[config.mk]
export PLATFORM = sky130hd
export DESIGN_NAME = input_event_scheduler
export DESIGN_NICKNAME = d
export VERILOG_FILES = /design/src/rtl/input_event_scheduler.sv
export SDC_FILE = /design/constraint.sdc
export NUM_CORES = 1
export LEC_CHECK = 0
export BUFFER_PORTS_ARGS = -buffer_cell sky130_fd_sc_hd__buf_2
export CORE_AREA = 2 2 61 63
export CTS_CLUSTER_SIZE = 30
export DETAILED_ROUTE_END_ITERATION = 12
export DIE_AREA = 0 0 63 65
export PLACE_DENSITY_LB_ADDON = 0.3
export SYNTH_ARGS = -nofsm -noshare
export SYNTH_HDL_FRONTEND = slang
export SYNTH_SLANG_ARGS = --single-unit
[constraint.sdc]
create_clock -name clk_i -period 2.9 [get_ports clk_i]
set_input_delay 0.87 -clock clk_i [delete_from_list [all_inputs] [get_ports clk_i]]
set_output_delay 0.87 -clock clk_i [all_outputs]
set_load 0.005 [all_outputs]
[src/rtl/input_event_scheduler.sv]
// input_event_scheduler: 1 ms beat generator for the debouncers, plus per-input
// edge capture, one-deep pending event store and a round-robin serializer that
// emits one ASCII key event per grant over a valid/ready byte interface.
module input_event_scheduler #(
   parameter int unsigned N_INPUTS    = 4,
   parameter int unsigned CLK_FREQ_HZ = 48000000,
   parameter int unsigned BEAT_HZ     = 1000
) (
   input  logic                clk_i,
   input  logic                rst_i,
   input  logic                enable_i,
   output logic                beat_1ms_o,
   input  logic [N_INPUTS-1:0] level_i,
   output logic [7:0]          event_data_o,
   output logic                event_valid_o,
   input  logic                event_ready_i,
   output logic [N_INPUTS-1:0] pending_o,
   output logic                overflow_o,
   input  logic                overflow_clr_i
);

   localparam int unsigned DIV = CLK_FREQ_HZ / BEAT_HZ;
   localparam int unsigned CW  = (DIV > 1) ? $clog2(DIV) : 1;
   localparam int unsigned IW  = (N_INPUTS > 1) ? $clog2(N_INPUTS) : 1;

   typedef enum logic {IDLE, SEND} state_t;

   state_t              state;
   state_t              state_d;
   logic [CW-1:0]       count;
   logic [N_INPUTS-1:0] level_q;
   logic [N_INPUTS-1:0] pol;
   logic [N_INPUTS-1:0] pol_d;
   logic [N_INPUTS-1:0] pending_d;
   logic [N_INPUTS-1:0] edges;
   logic [N_INPUTS-1:0] grant_mask;
   logic [IW-1:0]       last_grant;
   logic [IW-1:0]       grant_idx;
   logic [IW-1:0]       cand_idx;
   logic                grant;
   logic                found;
   logic                drop;
   logic [7:0]          char_d;

   // Prescaler: free-running 0..DIV-1 while enabled, strobe on the wrap
   always_ff @(posedge clk_i or posedge rst_i) begin
      if (rst_i) begin
         count      <= '0;
         beat_1ms_o <= 1'b0;
      end else if (!enable_i) begin
         count      <= '0;
         beat_1ms_o <= 1'b0;
      end else begin
         beat_1ms_o <= (count == CW'(DIV - 1));
         count      <= (count == CW'(DIV - 1)) ? '0 : count + CW'(1);
      end
   end

   // FSM state register
   always_ff @(posedge clk_i or posedge rst_i) begin
      if (rst_i) state <= IDLE;
      else       state <= state_d;
   end

   // Next state and round-robin grant search starting after the last grant
   always_comb begin
      state_d   = state;
      grant     = 1'b0;
      grant_idx = '0;
      found     = 1'b0;
      cand_idx  = '0;
      case (state)
         IDLE: begin
            if (|pending_o) begin
               for (int i = 1; i <= int'(N_INPUTS); i++) begin
                  cand_idx = IW'((int'(last_grant) + i) % int'(N_INPUTS));
                  if (!found && pending_o[cand_idx]) begin
                     found     = 1'b1;
                     grant_idx = cand_idx;
                  end
               end
               grant   = 1'b1;
               state_d = SEND;
            end
         end
         SEND: begin
            if (event_ready_i) state_d = IDLE;
         end
         default: state_d = IDLE;
      endcase
   end

   // Edge capture and pending update; an edge on the input being granted refills it
   always_comb begin
      grant_mask = '0;
      if (grant) grant_mask[grant_idx] = 1'b1;
      edges     = enable_i ? (level_i ^ level_q) : '0;
      pending_d = pending_o & ~grant_mask;
      pol_d     = pol;
      drop      = 1'b0;
      for (int k = 0; k < int'(N_INPUTS); k++) begin
         if (edges[k]) begin
            if (pending_d[k]) begin
               drop = 1'b1;
            end else begin
               pending_d[k] = 1'b1;
               pol_d[k]     = level_i[k];
            end
         end
      end
      char_d = pol[grant_idx] ? (8'h41 + 8'(grant_idx)) : (8'h61 + 8'(grant_idx));
   end

   // Level history, pending flags, polarity and sticky overflow
   always_ff @(posedge clk_i or posedge rst_i) begin
      if (rst_i) begin
         level_q    <= '0;
         pending_o  <= '0;
         pol        <= '0;
         overflow_o <= 1'b0;
      end else begin
         level_q   <= level_i;
         pending_o <= pending_d;
         pol       <= pol_d;
         if (drop)                overflow_o <= 1'b1;
         else if (overflow_clr_i) overflow_o <= 1'b0;
      end
   end

   // Output byte register: load on grant, hold until accepted
   always_ff @(posedge clk_i or posedge rst_i) begin
      if (rst_i) begin
         event_data_o  <= 8'h00;
         event_valid_o <= 1'b0;
         last_grant    <= IW'(N_INPUTS - 1);
      end else if (grant) begin
         event_data_o  <= char_d;
         event_valid_o <= 1'b1;
         last_grant    <= grant_idx;
      end else if (state == SEND && event_ready_i) begin
         event_valid_o <= 1'b0;
      end
   end

endmodule

==> results of run 1 <==
[worst max-delay path: stages (launching register included)]
cell,delay (ns)
dfrtp_1,0.49
nor4_1,0.45
nor2_2,0.18
nand2_1,0.16
ha_1,0.17
inv_1,0.04
o21ai_0,0.39
o22ai_1,0.16
nor2_1,0.11
o221ai_1,0.11
[cell families (layout without fill, tap and decap cells)]
logic type	count (synthesis)	in the layout	share of synthesized area, %
xor+xnor	18	18	8.24
flops	39	39	51.1
fa+ha+maj	5	5	3.27
simple gates	77	77	19.8
mux	5	5	3.07
other cells	1	3	0.196
buf+inv	16	39	3.92
compound gates	29	29	10.4
[final cells by class]
class                      instances  area [um2]
timing repair buffer              21         108
inverter                          10        37.5
sequential                        39         978
multi-input combinational        137         867
fill                             302        1380
tap                               48        60.1
clock buffer                       8        68.8
[worst min path at each step]
stage | to | slack, ns | depth (start not counted)
4_1_cts | event_data_o[6]$_DFFE_PP0P_ | 0.48 | 1
3_5_place_dp | event_data_o[6]$_DFFE_PP0P_ | 0.45 | 1
3_3_place_gp | count[0]$_DFF_PP0_ | 0.44 | 1
6_report | event_data_o[6]$_DFFE_PP0P_ | 0.47 | 1
2_1_floorplan | count[0]$_DFF_PP0_ | 0.42 | 1
5_1_grt | event_data_o[6]$_DFFE_PP0P_ | 0.50 | 1
[placed cells by master, fill, tap and decap left out, types with 3 or more instances in the layout]
master / n
dfrtp_1: 37
nor2_1: 24
nand2_1: 20
buf_2: 20
xor2_1: 13
o21ai_0: 13
inv_1: 10
nand3_1: 6
xnor2_1: 5
ha_1: 5
clkbuf_4: 5
nand2b_1: 4
a21oi_1: 4
nand4_1: 4
a31oi_1: 4
mux2_2: 3
nor3_1: 3
nor4b_1: 3
and2_1: 3
conb_1: 3
[per-layer routing]
| metal | routed length [um] | vias to the layer above | GRT usage (%) |
|---|---|---|---|
| li1 | - | 692 | - |
| met3 | 145 | 6 | 5.90 |
| met2 | 1680 | 28 | 31.5 |
| met5 | 0 | - | 0 |
| met1 | 1730 | 687 | 26.4 |
| met4 | 76 | 0 | 10.3 |
[power by group]
| part | leakage, uW | total [uW] | switching (uW) | internal [uW] |
|---|---|---|---|---|
| registers | 0.000470 | 703 | 80.9 | 622 |
| clock network | 0.0000386 | 321 | 179 | 143 |
| logic | 0.000435 | 397 | 206 | 191 |
[per-stage QoR]
stage	hold slack [ns]	power, uW	area, um2
after floorplan	0.423	986	1920
after global placement	0.438	1090	2050
after detailed placement	0.449	1110	2050
after CTS	0.476	1430	2120
after global routing	0.502	1510	2120
final	0.474	1420	2120
[flip-flops by register name, indices dropped and copies added, names as in the netlist, 2 cells and up]
| register | cells |
|---|---|
| count | 16 |
| last_grant | 2 |
| level_q | 4 |
| event_data_o | 5 |
| pending_o | 4 |
| pol | 4 |
==> impl_metrics.csv, run 1 <==
group,metric,value,unit
outcome,status,"complete, no violations",
logic_synthesis,ys_seq_elements,39,
logic_synthesis,synth_commonest_cells,"dfrtp_1, nor2_1, nand2_1",
floorplan,core-area,0.00350,mm2
clocking,cts_tree,"yes",
worst_setup_path,regToRegSetupSlack,0.50,ns
power_and_ir_drop,peakVddDrop,309,uV
floorplan,row_count,22,
timing,fin_crit_sh,82.7,%
logic_synthesis,syn_area_per_cell,10.1,um2
timing,slew_headroom,64.5,%
worst_setup_path,crit_fanout,10,
global_route,gr-usage-all-layers,20.5,%
logic_synthesis,synth_area_leader_cell,"dfrtp_1",
route,dr.first_iter.drc_count,90,
clocking,cts_resized,0,
finish,area.growth.synth_to_final,10.8,%
logic_synthesis,synth_cell_types,38,
global_route,grt_max_degree,40,
power_and_ir_drop,power.density,671,mW/mm2
timing,setup_viol,0,
finish,final_util,60.6,%
timing,drv_slew,0,
timing,worstMarginPinSlew,0.533,ns
worst_setup_path,crit_end,"overflow_o$_DFFE_PP0P_",
timing,setup_ws,0.502,ns
worst_setup_path,cp_data_arrival_time,2.61,ns
worst_setup_path,crit_path_start,"pending_o[0]$_DFF_PP0_",
clocking,numCtsBuffers,5,
finish,fin_nets,228,
clocking,clockRootBuffer,"clkbuf_4",
route,dr.pass1.iters,4,
global_route,grt_pass1_vias,1363,
timing,fmax,417,MHz
global_route,overflow,0,
route,drc_errors,0,
timing,period_needed,2.40,ns
route,avgRoutedWirePerCell,13.8,um
clocking,post-cts-setup-buffer-count,0,
placement,io_buffer_count,20,
logic_synthesis,yosys_warnings,0,
clocking,h-tree-depth,2,
timing,skew,0.0111,ns
route,ant_nets,0,
worst_setup_path,start_kind,"flop",
floorplan,dieArea,0.00410,mm2
finish,antenna_cells,0,
worst_setup_path,reg2reg_to,"overflow_o$_DFFE_PP0P_",
global_route,antenna_found_initial,0,
finish,final_layout_size_suffix_gt1_share,19.1,%
logic_synthesis,synth.most_common_cell,"dfrtp_1",
placement,place_inst,255,
worst_setup_path,criticalPathCategory,"flop to flop",
clocking,clkTransAtPathRegs,0.12,ns
logic_synthesis,syn-cell-area,0.00191,mm2
logic_synthesis,synth.yosys.seq_area_share,51.1,%
logic_synthesis,synth_edf_count,0,
worst_hold_path,hold_class,"flop to flop",
timing,tns,0,ns
floorplan,io_pins,24,
global_route,grt_pass1_wl,6270,um
clocking,cts_hold_buf,0,
placement,place_ws,0.545,ns
logic_synthesis,ys.flop_type,"dfrtp_1",
worst_setup_path,cp-end-kind,"flop",
clocking,clock_sinks,39,
route,routed_via_density,5.37,
power_and_ir_drop,p_leak,0.000943,uW
placement,gp_congestion,0.824,
worst_hold_path,hp-start,"event_data_o[6]$_DFFE_PP0P_",
route,wl,3630,um
floorplan,fp.dieH,65,um
floorplan,start_util,54.7,%
clocking,cts.path.max_buffers,2,
timing,rsz0062_at_grt,"no",
worst_setup_path,worstPathRequired,3.11,ns
timing,hold_viol,0,
worst_setup_path,r2r-start,"pending_o[0]$_DFF_PP0_",
route,vias,1413,
logic_synthesis,synthCells,190,
placement,dp_hpwl,2610,um
clocking,insertion_delay,0.36,ns
run,cap_violations,0,
finish,instances_no_fill,263,
logic_synthesis,yosysTopAreaCellShare,48.4,%
logic_synthesis,netlist_top_cells_area,"dfrtp_1, xor2_1, nor2_1",
worst_setup_path,r2r_cells,9,
floorplan,fp.dieW,63,um
logic_synthesis,synthArstFlopShare,100,%
No activity file was read; power rests on OpenSTA's default activity.
==> run 2: changes to the inputs <==
- ABC_AREA: unset -> 1
- CORE_AREA: 2 2 61 63 -> 2 2 64 66
- DIE_AREA: 0 0 63 65 -> 0 0 66 68
- clock period: 2.9 -> 2.3 ns (I/O delays scaled with it)
==> run 2 against run 1 <==
  * The run now ends with setup timing left
  * Via count up 28%
  * Non-clock buffer count up 16
  * Global-route usage up 1.2 points
  * Clock skew down 0.0043 ns
  * Synthesized cell count up 36%
  * Clock power up 56%
  * Critical endpoint is now pol[2]$_DFFE_PP0P_
  * Highest routed layer unchanged
==> impl_metrics.csv, run 2 <==
group,metric,value,unit
clocking,h-tree-depth,2,
logic_synthesis,synth.most_common_cell,"nand2_1",
placement,placed_area,0.00234,mm2
timing,setup_ws,-0.0445,ns
placement,dp_hpwl,3170,um
timing,whs,0.445,ns
timing,tns,-0.0708,ns
global_route,overflow,0,
timing,period_needed,2.34,ns
worst_setup_path,crit_fanout,8,
logic_synthesis,synth_edf_count,0,
logic_synthesis,synth_commonest_cells,"nand2_1, dfrtp_1, inv_1",
finish,final_cell_mix,"nand2_1, dfrtp_1, inv_1",
finish,area.growth.synth_to_final,21.4,%
route,avgRoutedWirePerCell,13.0,um
logic_synthesis,yosysTopAreaCellShare,43.5,%
route,vias,1806,
timing,fin_crit_sh,102,%
global_route,antenna_found_initial,0,
route,drc_errors,0,
logic_synthesis,yosys_warnings,0,
placement,gp_congestion,0.895,
timing,hold_viol,0,
worst_setup_path,critical-path-max-stage-delay,0.59,ns
logic_synthesis,ys_seq_elements,39,
logic_synthesis,synth_area_leader_cell,"dfrtp_1",
clocking,numCtsBuffers,5,
global_route,grt_pass1_wl,7440,um
clocking,clock_sinks,39,
worst_hold_path,hold_class,"flop to flop",
worst_setup_path,worstPathRequired,2.46,ns
worst_setup_path,criticalPathCategory,"flop to flop",
worst_setup_path,cp_data_arrival_time,2.51,ns
finish,final_layout_size_suffix_gt1_share,32.9,%
global_route,grt_max_degree,40,
floorplan,row_count,23,
route,dr.pass1.iters,4,
power_and_ir_drop,swShare,42.7,%
logic_synthesis,ys.flop_type,"dfrtp_1",
clocking,clkTransAtPathRegs,0.07,ns
logic_synthesis,netlist_top_cells_area,"dfrtp_1, nand2_1, inv_1",
finish,fillers,321,
clocking,clockRootBuffer,"clkbuf_8",
logic_synthesis,syn_area_per_cell,8.25,um2
power_and_ir_drop,p_leak,0.00129,uW
finish,fin_nets,314,
worst_setup_path,path_delay_family,"simple AND/OR/NAND/NOR gates",
logic_synthesis,synthCells,258,
clocking,cts_tree,"yes",
outcome,violations,"setup timing",
route,dr.first_iter.drc_count,95,
floorplan,fp.dieW,66,um
placement,io_buffer_count,20,
worst_setup_path,start_kind,"flop",
timing,skew,0.00680,ns
power_and_ir_drop,cellInternalPower,1990,uW
timing,setup_viol,2,
worst_setup_path,r2r-start,"last_grant[0]$_DFFE_PP1P_",
timing,drv_slew,0,
global_route,gr-usage-all-layers,21.7,%
timing,rsz0062_at_grt,"yes",
worst_setup_path,cp-end-kind,"flop",
clocking,cts.path.max_buffers,2,
worst_hold_path,hp-start,"state$_DFF_PP0_",
logic_synthesis,synth.yosys.seq_area_share,45.9,%
floorplan,core-area,0.00386,mm2
logic_synthesis,synthArstFlopShare,100,%
power_and_ir_drop,power.switching,1480,uW
logic_synthesis,syn-cell-area,0.00213,mm2
power_and_ir_drop,pwr-share-comb,56.8,%
finish,reg_top3,"count (16), event_data_o (5)",
worst_setup_path,crit_path_start,"last_grant[0]$_DFFE_PP1P_",
finish,mostFrequentLayoutCell,"nand2_1",
finish,instances_no_fill,351,
power_and_ir_drop,peakVddDrop,547,uV
finish,final_cell_area,0.00258,mm2
placement,place_inst,334,
worst_setup_path,cp_cell_sequence,"inv_4, buf_4, nand2_2, nand3_2, nand2_2, nand4_1, nand2_1, nand2_2, nand2_4, nand2_4, buf_4, ha_1, nand2_1, nand2_1, buf_4, a21oi_2, a31oi_1",
floorplan,fp.dieH,68,um
route,ant_nets,0,
power_and_ir_drop,pwr-share-clk,14.4,%
logic_synthesis,synth_cell_types,38,
finish,largest_reg_flops,16,
worst_setup_path,worst_path_max_delay_cell,"dfstp_2",
floorplan,dieArea,0.00449,mm2
power_and_ir_drop,seq_power_share,28.8,%
floorplan,start_util,55.2,%
run,cap_violations,0,
global_route,grt_pass1_vias,1764,
worst_setup_path,path_buf_inv,4,
timing,fmax,427,MHz
finish,final_util,67.0,%
finish,largest-register,"count",
outcome,status,"complete, but fails checks",
finish,antenna_cells,0,
power_and_ir_drop,power.density,1340,mW/mm2
clocking,insertion_delay,0.29,ns
route,wl,4560,um
floorplan,io_pins,24,
route,routed_via_density,5.15,
==> run 2: area by class of cell <==
class                           instances  area, um2  share of cell area [%]
Multi-Input combinational cell        178       1040                    40.2
Sequential cell                        39        978                    37.9
Timing Repair Buffer                   37        256                    9.92
Inverter                               39        149                    5.76
Clock buffer                            8        100                    3.87
Tap cell                               50       62.6                    2.42
==> run 2: power by group through the flow <==
stage                     Combinational [uW]  Sequential [uW]  Clock [uW]
final                                   1970              999         501
after global routing                    2150             1020         529
after CTS                               1760              994         513
after detailed placement                1590             1000           0
after global placement                  1560              997           0
after floorplan                         1130              973           0
==> run 2: layer usage <==
layer  GRT usage, %  vias to the layer above  share of wire (%)
met2           39.5                       39                 52
met4           8.67                        0                2.4
met5              0                        -                  0
li1               -                      910                  -
met3           5.10                       13                3.7
met1           24.7                      844                 42
==> run 2: kinds of logic after synthesis <==
family | Yosys count | share of synthesized area [%]
and+or+nand+nor | 133 | 31.9
AOI/OAI and AO/OA | 35 | 9.75
DFF | 39 | 45.9
other | 1 | 0.176
buffers and inverters | 43 | 8.46
xor gates and xnor gates | 2 | 0.823
adders and majority gates | 5 | 2.94
==> run 2: path summary, 6_finish.rpt <==
check                      cells past startpoint  slack (ns)                     endpoint
max                                           17       -0.04           pol[2]$_DFFE_PP0P_
min                                            1        0.45    event_valid_o$_DFFE_PP0P_
max reg2reg                                   17       -0.04           pol[2]$_DFFE_PP0P_
min reg2reg                                    1        0.45    event_valid_o$_DFFE_PP0P_
max in group asynchronous                      3        1.45    last_grant[0]$_DFFE_PP1P_
min in group asynchronous                      3        0.50  event_data_o[2]$_DFFE_PP0P_
==> run 2: repair_timing <==
item	in CTS	in global routing
pin swaps	9	12
endpoints found under the setup margin	1	6
buffers inserted	3	6
endpoints found under the hold margin	0	0
resized for setup	11	10
hold buffers	0	0
==> run 2: worst reg2reg max path: stages (launching register included) <==
cell and delay (ns):
dfstp_2 0.59, inv_4 0.08, buf_4 0.14, nand2_2 0.06, nand3_2 0.08, nand2_2 0.10
nand4_1 0.08, nand2_1 0.10, nand2_2 0.08, nand2_4 0.08, nand2_4 0.07, buf_4 0.15
ha_1 0.17, nand2_1 0.06, nand2_1 0.08, buf_4 0.16, a21oi_2 0.11, a31oi_1 0.04
==> run 2: per-stage QoR <==
step	power, uW	setup WS [ns]
3_5_place_dp	2590	-0.0963
5_1_grt	3700	-0.198
4_1_cts	3270	-0.0155
2_1_floorplan	2100	0.0904
6_report	3470	-0.0445
3_3_place_gp	2550	-0.00904
